**config.mk**
```make
export PLATFORM = sky130hd
export DESIGN_NAME = biu_reg_bank
export DESIGN_NICKNAME = d
export VERILOG_FILES = /design/src/rtl/biu_reg_bank_pkg.sv /design/src/rtl/biu_reg_bank_fsm.sv /design/src/rtl/biu_reg_bank.sv
export SDC_FILE = /design/constraint.sdc
export NUM_CORES = 1
export LEC_CHECK = 0
export CAP_MARGIN = 20
export CORE_AREA = 2 2 107 135
export DETAILED_ROUTE_END_ITERATION = 6
export DIE_AREA = 0 0 109 137
export HOLD_SLACK_MARGIN = 0.05
export PLACE_DENSITY = 0.84
export SETUP_SLACK_MARGIN = 0.02
export SYNTH_ARGS = -nofsm -noshare
export SYNTH_HDL_FRONTEND = slang
export SYNTH_SLANG_ARGS = --single-unit
export TNS_END_PERCENT = 5
```
**constraint.sdc**
```tcl
create_clock -name clk -period 7 [get_ports clk]
set_input_delay 2.1 -clock clk [delete_from_list [all_inputs] [get_ports clk]]
set_output_delay 2.1 -clock clk [all_outputs]
set_load 0.1 [all_outputs]
```
**src/rtl/biu_reg_bank_pkg.sv**
```systemverilog
// biu_reg_bank_pkg
// Shared definitions for the BIU register bank. It holds the register offsets,
// the field widths and the state encoding of the per-path accept FSM.
// There are no ports. biu_reg_bank and biu_reg_bank_fsm import this package.

package biu_reg_bank_pkg;

    // Only the low address byte is decoded.
    localparam int DEC_W      = 8;
    localparam int CTRL_W     = 8;
    localparam int STATUS_W   = 8;
    localparam int INTMASK_W  = 8;
    localparam int CYCLE_W    = 32;
    localparam int WAIT_CNT_W = 4;

    localparam logic [DEC_W-1:0] OFF_ID      = 8'h00;
    localparam logic [DEC_W-1:0] OFF_CTRL    = 8'h04;
    localparam logic [DEC_W-1:0] OFF_STATUS  = 8'h08;
    localparam logic [DEC_W-1:0] OFF_SCRATCH = 8'h0C;
    localparam logic [DEC_W-1:0] OFF_INTMASK = 8'h10;
    localparam logic [DEC_W-1:0] OFF_CYCLE   = 8'h14;

    typedef enum logic [1:0] {
        ST_IDLE = 2'd0,
        ST_WAIT = 2'd1,
        ST_ACK  = 2'd2,
        ST_GAP  = 2'd3
    } acc_state_t;

endpackage

```
**src/rtl/biu_reg_bank_fsm.sv**
```systemverilog
// biu_reg_bank_fsm
// Accept sequencer for one BIU path, either read or write. It samples a request
// in IDLE, optionally waits LATENCY cycles and then pulses accept for one cycle.
// After that it spends one GAP cycle ignoring enable, so a request that is still
// held just after its accept is not serviced a second time.
//
//   state | meaning
//   IDLE  | waiting for enable; the request is sampled here
//   WAIT  | wait states; a down-counter counts to its terminal count of 0
//   ACK   | accept is high; the data path commits at the end of this cycle
//   GAP   | one cycle with enable ignored
//
// Ports:
//   clk, rst   clock and asynchronous active-high reset
//   enable     request from the BIU master
//   sample     high in IDLE when enable=1 (the address and data latch here)
//   enter_ack  high in the cycle before ACK (used to load the registered outputs)
//   accept     registered; high for exactly the ACK cycle

module biu_reg_bank_fsm
    import biu_reg_bank_pkg::*;
#(
    parameter int LATENCY = 0
) (
    input  logic clk,
    input  logic rst,
    input  logic enable,
    output logic sample,
    output logic enter_ack,
    output logic accept
);

    localparam logic [WAIT_CNT_W-1:0] WAIT_LOAD =
        WAIT_CNT_W'((LATENCY > 0) ? (LATENCY - 1) : 0);

    acc_state_t            state;
    logic [WAIT_CNT_W-1:0] wait_cnt;

    assign sample    = (state == ST_IDLE) && enable;
    assign enter_ack = (LATENCY == 0) ? sample
                                      : ((state == ST_WAIT) && (wait_cnt == '0));

    always_ff @(posedge clk or posedge rst) begin
        if (rst) begin
            state    <= ST_IDLE;
            wait_cnt <= '0;
            accept   <= 1'b0;
        end else begin
            accept <= enter_ack;
            case (state)
                ST_IDLE: begin
                    if (enable) begin
                        if (LATENCY == 0) begin
                            state <= ST_ACK;
                        end else begin
                            state    <= ST_WAIT;
                            wait_cnt <= WAIT_LOAD;
                        end
                    end
                end
                ST_WAIT: begin
                    if (wait_cnt == '0) begin
                        state <= ST_ACK;
                    end else begin
                        wait_cnt <= wait_cnt - 1'b1;
                    end
                end
                ST_ACK:  state <= ST_GAP;
                ST_GAP:  state <= ST_IDLE;
                default: state <= ST_IDLE;
            endcase
        end
    end

endmodule

```
**src/rtl/biu_reg_bank.sv**
```systemverilog
// biu_reg_bank
// A small register bank behind a BIU with independent read and write paths.
//   0x00 ID (RO)   0x04 CTRL[7:0]   0x08 STATUS[7:0] (W1C, set by hw_set)
//   0x0C SCRATCH (byte-enabled)     0x10 INTMASK[7:0]
//   0x14 CYCLE (RO, free-running)   present only with BIU_REG_BANK_CYCLE_CNT_EN
// Any other offset and any misaligned address completes with error=1 and rdata=0.
//
// Ports:
//   clk, rst                               clock, asynchronous active-high reset
//   biu_waddr/wenable/wdata/wben           write request (held until accept)
//   biu_waccept, biu_werror                write done pulse, error qualified by it
//   biu_raddr/renable                      read request (held until accept)
//   biu_rdata, biu_raccept, biu_rerror     read data (valid only in accept), done, error
//   hw_set                                 per-bit STATUS set events
//   ctrl                                   CTRL register
//   irq                                    registered |(STATUS & INTMASK)

module biu_reg_bank
    import biu_reg_bank_pkg::*;
#(
    parameter int          ADDR_WIDTH = 32,
    parameter int          DATA_WIDTH = 32,
    parameter int          LATENCY    = 0,
    parameter logic [31:0] ID_VALUE   = 32'h5658_0001
) (
    input  logic                    clk,
    input  logic                    rst,
    input  logic [ADDR_WIDTH-1:0]   biu_waddr,
    input  logic                    biu_wenable,
    input  logic [DATA_WIDTH-1:0]   biu_wdata,
    input  logic [DATA_WIDTH/8-1:0] biu_wben,
    output logic                    biu_waccept,
    output logic                    biu_werror,
    input  logic [ADDR_WIDTH-1:0]   biu_raddr,
    input  logic                    biu_renable,
    output logic [DATA_WIDTH-1:0]   biu_rdata,
    output logic                    biu_raccept,
    output logic                    biu_rerror,
    input  logic [7:0]              hw_set,
    output logic [7:0]              ctrl,
    output logic                    irq
);

    logic                    w_sample, w_enter_ack;
    logic                    r_sample, r_enter_ack;
    logic [DEC_W-1:0]        waddr_q, raddr_q, w_off, r_off;
    logic [DATA_WIDTH-1:0]   wdata_q;
    logic [DATA_WIDTH/8-1:0] wben_q;

    logic [CTRL_W-1:0]       ctrl_q;
    logic [STATUS_W-1:0]     status_q, st_clr;
    logic [INTMASK_W-1:0]    intmask_q;
    logic [DATA_WIDTH-1:0]   scratch_q;

    logic [DATA_WIDTH-1:0]   rd_val;
    logic                    rd_err, wr_err, wr_commit;
    logic                    unused_addr_hi;

`ifdef BIU_REG_BANK_CYCLE_CNT_EN
    logic [CYCLE_W-1:0]      cycle_q;
`endif

    assign unused_addr_hi = ^{biu_waddr[ADDR_WIDTH-1:DEC_W], biu_raddr[ADDR_WIDTH-1:DEC_W]};

    biu_reg_bank_fsm #(.LATENCY(LATENCY)) u_wr_fsm (
        .clk       (clk),
        .rst       (rst),
        .enable    (biu_wenable),
        .sample    (w_sample),
        .enter_ack (w_enter_ack),
        .accept    (biu_waccept)
    );

    biu_reg_bank_fsm #(.LATENCY(LATENCY)) u_rd_fsm (
        .clk       (clk),
        .rst       (rst),
        .enable    (biu_renable),
        .sample    (r_sample),
        .enter_ack (r_enter_ack),
        .accept    (biu_raccept)
    );

    // With LATENCY=0 the sample edge is also the edge that enters ACK. At that
    // point the latches do not hold the new request yet, so decode the live address.
    assign w_off = w_sample ? biu_waddr[DEC_W-1:0] : waddr_q;
    assign r_off = r_sample ? biu_raddr[DEC_W-1:0] : raddr_q;

    always_ff @(posedge clk or posedge rst) begin
        if (rst) begin
            waddr_q <= '0;
            wdata_q <= '0;
            wben_q  <= '0;
            raddr_q <= '0;
        end else begin
            if (w_sample) begin
                waddr_q <= biu_waddr[DEC_W-1:0];
                wdata_q <= biu_wdata;
                wben_q  <= biu_wben;
            end
            if (r_sample) begin
                raddr_q <= biu_raddr[DEC_W-1:0];
            end
        end
    end

    always_comb begin
        rd_val = '0;
        rd_err = 1'b0;
        if (r_off[1:0] != 2'b00) begin
            rd_err = 1'b1;
        end else begin
            case (r_off)
                OFF_ID:      rd_val = DATA_WIDTH'(ID_VALUE);
                OFF_CTRL:    rd_val = DATA_WIDTH'(ctrl_q);
                OFF_STATUS:  rd_val = DATA_WIDTH'(status_q);
                OFF_SCRATCH: rd_val = scratch_q;
                OFF_INTMASK: rd_val = DATA_WIDTH'(intmask_q);
`ifdef BIU_REG_BANK_CYCLE_CNT_EN
                OFF_CYCLE:   rd_val = DATA_WIDTH'(cycle_q);
`endif
                default:     rd_err = 1'b1;
            endcase
        end
    end

    always_comb begin
        wr_err = 1'b0;
        if (w_off[1:0] != 2'b00) begin
            wr_err = 1'b1;
        end else begin
            case (w_off)
                OFF_CTRL, OFF_STATUS, OFF_SCRATCH, OFF_INTMASK: wr_err = 1'b0;
                OFF_ID, OFF_CYCLE:                              wr_err = 1'b1;
                default:                                        wr_err = 1'b1;
            endcase
        end
    end

    // Read data and errors are snapshotted on entry to ACK. The write commits at
    // the end of ACK, so a read that completes in the same cycle sees the old value.
    always_ff @(posedge clk or posedge rst) begin
        if (rst) begin
            biu_rdata  <= '0;
            biu_rerror <= 1'b0;
            biu_werror <= 1'b0;
        end else begin
            biu_rdata  <= r_enter_ack ? rd_val : '0;
            biu_rerror <= r_enter_ack & rd_err;
            biu_werror <= w_enter_ack & wr_err;
        end
    end

    assign wr_commit = biu_waccept & ~biu_werror;

    always_comb begin
        st_clr = '0;
        if (wr_commit && (waddr_q == OFF_STATUS) && wben_q[0]) begin
            st_clr = wdata_q[STATUS_W-1:0];
        end
    end

    always_ff @(posedge clk or posedge rst) begin
        if (rst) begin
            ctrl_q    <= '0;
            status_q  <= '0;
            intmask_q <= '0;
            scratch_q <= '0;
            irq       <= 1'b0;
        end else begin
            // A set wins over a simultaneous clear of the same bit.
            status_q <= (status_q & ~st_clr) | hw_set;
            irq      <= |(status_q & intmask_q);
            if (wr_commit && (waddr_q == OFF_CTRL) && wben_q[0]) begin
                ctrl_q <= wdata_q[CTRL_W-1:0];
            end
            if (wr_commit && (waddr_q == OFF_INTMASK) && wben_q[0]) begin
                intmask_q <= wdata_q[INTMASK_W-1:0];
            end
            if (wr_commit && (waddr_q == OFF_SCRATCH)) begin
                for (int b = 0; b < DATA_WIDTH/8; b++) begin
                    if (wben_q[b]) begin
                        scratch_q[8*b +: 8] <= wdata_q[8*b +: 8];
                    end
                end
            end
        end
    end

`ifdef BIU_REG_BANK_CYCLE_CNT_EN
    always_ff @(posedge clk or posedge rst) begin
        if (rst) begin
            cycle_q <= '0;
        end else begin
            cycle_q <= cycle_q + 1'b1;
        end
    end
`endif

    assign ctrl = ctrl_q;

endmodule

```
==> flow_summary.ini, run 1 <==
[setup_path]
cp-startpoint = biu_renable
cp.buffers_inverters = 2
required_ns = 7.30
r2r_slack_ns = 4.08
crit_chain = clkdlybuf4s50_1 > or3b_4 > inv_1 > nor4_2 > o22ai_1 > a21oi_1
crit_arrival_ns = 5.04
end_kind = register
worstPathMaxFanout = 33
cp-start-kind = input pin
crit_family = simple AND/OR/NAND/NOR gates
rr_worst_depth = 5
path_class = in2reg
reg2reg_to = biu_rdata[4]
timing.rr.start = u_rd_fsm.state[0]
cpMaxStageDelayCell = nor4_2
critical_path.max_stage_delay_ns = 0.87

[drt]
firstDrtPassIters = 5
wl_per_cell_um = 17.9
drtAntennaViolNets = 0
drt_drc_violations_left = 0
num_vias = 4592
drtIter0Drc = 222
routed_wl_um = 15000
vias_per_cell = 5.50

[die]
dieArea_um2 = 14900
ios = 157
die_y_um = 137
start_util = 0.492
rows = 48
coreArea_um2 = 13600
fp.dieW_um = 109

[sta]
setup_slack_ns = 2.27
finalMaxSlewViolations = 0
skew_ns = 0.00913
fmax_mhz = 211
fin_crit_sh = 0.676
rsz0062_at_grt = no
finalHoldViolations = 0
max_slew.worst_pin.slew_ns = 1.12
fin_setup_tns_ns = 0
fin_worst_hold_slack_ns = 0.479
slew_headroom = 0.254
setup_viol = 0
period_minus_slack_ns = 4.73

[layout]
register_area_um2 = 3930
fin_util = 0.630
mostFrequentLayoutCells = dfrtp_1, clkdlybuf4s50_1, mux2_2, nand2_1, a21oi_1
drive_gt1_frac = 0.221
final_nets = 761
mostFrequentLayoutCell = dfrtp_1
area_growth_pct = 27.9
fin_cells = 835
multi_input_comb_area_um2 = 2660
n_fill_cell = 1036
design_area_um2 = 8580
antenna_cells = 0

[grt]
grt_use_met2 = 0.374
grtUsageMet1 = 0.251
grt_pass1_wl_um = 24300
grt.met3_usage = 0.0448
grt_pass1_vias = 4914
track_usage = 0.211
grt-ovfl-total = 0
grt_busiest_layer = met2
grt_max_degree = 101
antenna_found_initial = 0

[clock_network]
cts_setup_buffers = 0
cts_buffer_depth = 2
cts_resized = 0
clock_sinks = 157
insertion_delay_ns = 0.41
numCtsBuffers = 17
path_clk_slew_ns = 0.07
cts_tree = built
htree_levels = 4
cts_root_buf = clkbuf_16
cts_hold_buf = 0

[logic_synthesis]
ys_ff_latch = 157
ys_warn_count = 0
synth_edf_count = 0
synth_flop_cell = dfrtp_1
synth_area_um2 = 6710
netlist_top_cells_area = dfrtp_1, mux2_2, nand2_1
synth_top_cell_by_area = dfrtp_1
yosysTopAreaCellShare = 0.585
synth.avg_cell_area_um2 = 12.5
yosysSeqAreaShare = 0.585
synth_cell_type_count = 45
async_reset_ff_frac = 1.00
synth_fp_nets = 651
syn-instance-count = 537

[run_status]
status = completed

[placement]
gp_congestion = 0.811
dp.cells = 802
portBuffers = 108
pre_cts_slack_ns = 1.92
dpl-instance-area_um2 = 7960
dp_hpwl_um = 10400

[hold_path]
holdCritStartpoint = scratch_q[21]
hold_depth = 1
hp-class = reg2reg
hold_end = biu_rdata[21]

[job]
max-cap-violations = 0

[power]
cell_internal_pwr_mw = 1.96
leakagePower_nw = 3.73
power.density_nw_per_um2 = 325
swShare = 0.298
ir_drop_mv = 0.208
p_total_mw = 2.79
p_switching_uw = 832
seq_power_share = 0.453
clock_power_share = 0.339
pwr-share-comb = 0.208
-- metal layers --
metal  vias to the layer above  share of wire
met2                       150           0.54
met5                         -              0
met4                         0          0.017
met3                        20          0.054
li1                       2108              -
met1                      2314           0.39
-- final cells by class --
class,count,share of cell area
Clock buffer,19,0.0528
Clock inverter,13,0.0191
Inverter,11,0.00539
Multi-Input combinational cell,348,0.310
Sequential cell,157,0.458
Tap cell,175,0.0255
Timing Repair Buffer,112,0.129
-- synth_stat cells, types with 5 or more instances --
cell type / count
nor2b_1: 5
mux2_2: 89
and3_1: 14
buf_2: 8
o32ai_1: 7
clkbuf_1: 12
a21o_1: 9
dfrtp_1: 157
nand2_1: 60
mux2i_1: 11
nor2_1: 7
a21oi_1: 30
and2_1: 17
inv_1: 11
nand3b_1: 16
o22ai_1: 9
o21ai_0: 6
nand2b_1: 19
-- worst max path at each step --
| stage | cells past startpoint | to |
|---|---|---|
| 2_1_floorplan | 1 | biu_rdata[0] |
| 3_3_place_gp | 6 | biu_rdata[5] |
| 3_5_place_dp | 6 | biu_rdata[4] |
| 4_1_cts | 6 | biu_rdata[4] |
| 5_1_grt | 6 | biu_rdata[3] |
| 6_report | 6 | biu_rdata[4] |
-- state kept, by name, indices dropped and copies added, names as in the netlist, 2 cells and up --
signal and count:
ctrl 8, status_q 8, intmask_q 8, scratch_q 32
raddr_q 8, u_wr_fsm.wait_cnt 4, u_wr_fsm.state 2, wben_q 4
biu_rdata 32, waddr_q 8, wdata_q 32, u_rd_fsm.wait_cnt 4
u_rd_fsm.state 2
-- worst register-to-register path, stage by stage, from the launching register on --
cell	delay, ns
dfrtp_1	0.39
or3b_4	0.43
inv_1	0.62
nor4_2	0.88
o22ai_1	0.25
a21oi_1	0.25
-- cells by family after synthesis --
kind of cell	count (synthesis)	synth area share
simple gates	168	0.150
buf+inv	32	0.0194
flops	157	0.585
fa+ha+maj	2	0.00373
mux	102	0.169
compound gates	70	0.0649
xor+xnor	6	0.00783
-- power by group through the flow --
stage	sequential [mW]	clock, mW	combinational, mW
3_3_place_gp	1.26	0	0.552
2_1_floorplan	1.28	0	0.399
3_5_place_dp	1.28	0	0.582
4_1_cts	1.26	0.961	0.586
6_report	1.27	0.945	0.581
5_1_grt	1.29	1.01	0.630
No activity file was read; power rests on OpenSTA's default activity.
==> run 2, diff against run 1 <==
CORE_AREA = 2 2 113 142   (was 2 2 107 135)
DIE_AREA = 0 0 115 144   (was 0 0 109 137)
PLACE_DENSITY = 0.8   (was 0.84)
clock period = 4.2 ns   (was 7 ns; I/O delays follow)
==> run 2 against run 1 <==
Net effect:
- combinational power up 71%
- worst setup slack worse by 1.3 ns
- sequential share of layout area down 0.65 points
- clock skew down 0.0029 ns
- critical path depth down 5
- register-to-register slack worse by 2.2 ns
- cell count up 2.2%
- critical endpoint is now ctrl[4]
- largest cell class unchanged
==> flow_summary.ini, run 2 (synthesis gave the netlist of run 1 again) <==
[layout]
register_area_um2 = 3930
multi_input_comb_area_um2 = 2660
antenna_cells = 0
drive_gt1_frac = 0.231
largestRegisters = biu_rdata: 32 flops, scratch_q: 32 flops, wdata_q: 32 flops
final_nets = 769
mostFrequentLayoutCells = dfrtp_1, clkdlybuf4s50_1, mux2_2, nand2_1, a21oi_1
mostFrequentLayoutCell = dfrtp_1
area_growth_pct = 29.7
n_fill_cell = 1262

[power]
seq_power_share = 0.441
pwr-share-comb = 0.207
p_total_mw = 4.78
power.density_nw_per_um2 = 549
clock_power_share = 0.352
cell_internal_pwr_mw = 3.39
p_switching_mw = 1.39
ir_drop_mv = 0.316
leakagePower_nw = 3.80
swShare = 0.291

[drt]
num_vias = 4665
firstDrtPassIters = 5
drtIter0Drc = 238
drt_drc_violations_left = 0
drtAntennaViolNets = 0
wl_per_cell_um = 17.5
routed_wl_um = 14900
vias_per_cell = 5.47

[hold_path]
holdCritStartpoint = u_rd_fsm.wait_cnt[3]
hp-class = reg2reg

[placement]
portBuffers = 108
gp_congestion = 0.824
dp_hpwl_um = 10500
pre_cts_slack_ns = 0.582

[sta]
period_minus_slack_ns = 3.27
slew_headroom = 0.302
fmax_mhz = 306
finalMaxSlewViolations = 0
setup_slack_ns = 0.929
rsz0062_at_grt = no
fin_setup_tns_ns = 0
max_slew.worst_pin.slew_ns = 1.04
setup_viol = 0
fin_crit_sh = 0.779
finalHoldViolations = 0
skew_ns = 0.00626

[die]
dieArea_um2 = 16600
fp.dieW_um = 115
rows = 51
coreArea_um2 = 15300
start_util = 0.438
die_y_um = 144
ios = 157

[clock_network]
cts_setup_buffers = 0
cts_resized = 0
cts_buffer_depth = 2
cts_hold_buf = 0
cts_root_buf = clkbuf_16
insertion_delay_ns = 0.43
numCtsBuffers = 17
htree_levels = 4
path_clk_slew_ns = 0.06
cts_tree = built
clock_sinks = 157

[grt]
grt_pass1_wl_um = 24400
grt_busiest_layer = met2
track_usage = 0.191
antenna_found_initial = 0
grt.met3_usage = 0.0503
grt_max_degree = 62
grt_pass1_vias = 4945
grt-ovfl-total = 0
grt_use_met2 = 0.333
grtUsageMet1 = 0.219

[setup_path]
cp-startpoint = ctrl[4]
worstPathMaxFanout = 4
end_kind = output port
crit_chain = clkdlybuf4s50_1
critical_path.max_stage_delay_ns = 1.17
crit_arrival_ns = 2.01
crit_family = buffers and inverters
cp.buffers_inverters = 1
path_class = reg2out
cpMaxStageDelayCell = clkdlybuf4s50_1
timing.rr.start = u_rd_fsm.state[1]
required_ns = 2.94
cp-start-kind = register

[job]
max-cap-violations = 0

[run_status]
status = completed
==> run 2: cell types whose count changed in the layout (fill, tap and decap cells not counted), moves of 2 or more <==
cell	previous run	this run
buf_4	3	12
bufinv_16	3	5
clkinv_4	1	4
clkinvlp_4	5	3
inv_6	3	1
==> run 2: layout make-up <==
type | instances | area share
repair buffers | 120 | 0.136
clock buffers | 19 | 0.0509
well taps | 185 | 0.0266
inverters | 11 | 0.00517
multi-input cells | 348 | 0.306
clock inverters | 13 | 0.0246
flip-flops and latches | 157 | 0.451
==> run 2: path summary, 6_finish.rpt <==
check                                       endpoint  slack, ns  cells past startpoint
worst max register to register          biu_rdata[0]       1.90                      4
worst min-delay path            u_rd_fsm.wait_cnt[3]       0.47                      1
max in group asynchronous                    ctrl[4]       1.94                      3
worst max-delay path                         ctrl[4]       0.93                      1
worst min register to register  u_rd_fsm.wait_cnt[3]       0.47                      1
min in group asynchronous                wdata_q[14]       1.32                      2
==> run 2: through the flow <==
step	instance area, µm²	cells	utilization	hold slack, ns
final	8710	853	0.569	0.466
after global routing	8710	853	0.569	0.497
after CTS	8710	853	0.569	0.472
after detailed placement	8050	821	0.526	0.460
after global placement	8050	821	0.526	0.454
after floorplan	6720	537	-	0.438
==> run 2: power groups by stage <==
stage | clock network [mW] | registers (mW) | logic (mW)
CTS | 1.72 | 2.11 | 0.999
detailed placement | 0 | 2.13 | 0.994
global placement | 0 | 2.10 | 0.949
floorplan | 0 | 2.13 | 0.666
finish | 1.68 | 2.11 | 0.992
global route | 1.78 | 2.16 | 1.08
==> run 2: routing by layer <==
| metal | vias to the layer above | share of wire |
|---|---|---|
| met2 | 174 | 0.53 |
| met1 | 2315 | 0.38 |
| met5 | - | 0 |
| li1 | 2137 | - |
| met3 | 39 | 0.057 |
| met4 | 0 | 0.029 |
==> run 3, diff against run 2 <==
clock period = 2.8 ns   (was 4.2 ns; I/O delays follow)
==> run 3 against run 2 <==
Net effect:
- die area stayed put
- worst setup slack worse by 0.67 ns
- critical path depth is 5 higher
- largest cell class unchanged
- critical path type is now in2reg
- via count is 0.62% lower
- routed wire length is 1.1% lower
- clock power is 43% higher
- combinational power is 53% higher
- sequential power is 50% higher
- non-clock buffer count is 5 higher
- clock-buffer cell count is 2 higher
- critical endpoint is now biu_rdata[5]
==> flow_summary.ini, run 3 (synthesis gave the netlist of run 1 again) <==
[die]
start_util = 0.438
fp.dieW_um = 115
die_y_um = 144
coreArea_um2 = 15300
dieArea_um2 = 16600
ios = 157
rows = 51

[layout]
largestRegisters = biu_rdata: 32 flops, scratch_q: 32 flops, wdata_q: 32 flops
fin_util = 0.565
drive_gt1_frac = 0.299
final_nets = 774
antenna_cells = 0
mostFrequentLayoutCell = dfrtp_1
area_growth_pct = 29.0
mostFrequentLayoutCells = dfrtp_1, mux2_2, clkdlybuf4s50_1, nand2_1, buf_4

[grt]
antenna_found_initial = 0
grt_pass1_vias = 4899
grt_max_degree = 90
grt-ovfl-total = 0
grt_pass1_wl_um = 24000
track_usage = 0.188

[sta]
slew_headroom = 0.474
rsz0062_at_grt = no
period_minus_slack_ns = 2.54
setup_slack_ns = 0.261
setup_viol = 0
skew_ns = 0.00798
finalHoldViolations = 0
fin_crit_sh = 0.907
finalMaxSlewViolations = 0
max_slew.worst_pin.slew_ns = 0.782
fmax_mhz = 394

[setup_path]
cp-start-kind = input pin
worstPathMaxFanout = 8
path_class = in2reg
crit_chain = clkdlybuf4s50_1 > or3b_4 > inv_1 > nor4_2 > o22ai_1 > a21oi_1
critical_path.max_stage_delay_ns = 0.72
crit_arrival_ns = 2.86
required_ns = 3.12
end_kind = register
cpMaxStageDelayCell = nor4_2
r2r_slack_ns = 0.66

[drt]
drtIter0Drc = 176
routed_wl_um = 14700
vias_per_cell = 5.40
drt_drc_violations_left = 0
firstDrtPassIters = 4
wl_per_cell_um = 17.2
num_vias = 4636
drtAntennaViolNets = 0

[clock_network]
cts_hold_buf = 0
cts_root_buf = clkbuf_16
cts_tree = built
cts_buffer_depth = 2
path_clk_slew_ns = 0.06
htree_levels = 4
numCtsBuffers = 17
cts_setup_buffers = 0
insertion_delay_ns = 0.42
cts_resized = 0
clock_sinks = 157

[power]
power.density_nw_per_um2 = 819
leakagePower_nw = 3.93
ir_drop_mv = 0.467
p_total_mw = 7.09

[placement]
dp_hpwl_um = 10400
pre_cts_slack_ns = -0.149
portBuffers = 108
gp_congestion = 0.835

[hold_path]
hp-class = reg2reg

[job]
max-cap-violations = 0

[run_status]
status = completed
## run 3: cell count changes in the layout (fill, tap and decap cells not counted), moves of 2 or more
cell / change
clkinv_4: -2
buf_12: +5
buf_4: +44
clkinv_2: +3
clkdlybuf4s50_1: -44
## run 3: cell type report
class	instances	area [µm²]
clock buffers	21	460
clock inverters	11	165
fillers	1231	6660
inverters	11	45.0
multi-input cells	348	2660
flip-flops and latches	157	3930
well taps	185	231
repair buffers	125	1170
## run 3: worst paths after layout
check	startpoint	to	cells past startpoint
max	biu_renable	biu_rdata[5]	6
min	u_rd_fsm.wait_cnt[3]	u_rd_fsm.wait_cnt[3]	1
max reg2reg	waddr_q[6]	scratch_q[23]	4
min reg2reg	u_rd_fsm.wait_cnt[3]	u_rd_fsm.wait_cnt[3]	1
max in group asynchronous	rst	intmask_q[5]	3
min in group asynchronous	rst	scratch_q[14]	3
## run 3: worst max-delay path, delay by kind of cell
family,cells,cell delay (ns)
buffers and inverters,2,0.57
AOI/OAI and AO/OA,2,0.43
and+or+nand+nor,2,1.02
## run 3: where the power goes
group	switching [mW]	internal (mW)	leakage (nW)
Clock	0.880	1.53	0.307
Sequential	0.425	2.73	2.03
Combinational	0.748	0.768	1.59
Total	2.05	5.04	3.93
## run 3: stage by stage
step	hold slack (ns)	cells	instance area [µm²]	TNS, ns
2_1_floorplan	0.438	537	6720	-4.22
3_3_place_gp	0.455	826	8030	-0.671
3_5_place_dp	0.463	826	8030	-1.07
4_1_cts	0.482	858	8660	0
5_1_grt	0.495	858	8660	0
6_report	0.477	858	8660	0
## run 3: layer usage
layer | global-route usage | wire length [µm] | up-vias
met5 | 0 | 0 | -
met4 | 0.0812 | 369 | 0
met3 | 0.0574 | 820 | 28
met2 | 0.333 | 7950 | 136
met1 | 0.209 | 5590 | 2332
li1 | - | - | 2140
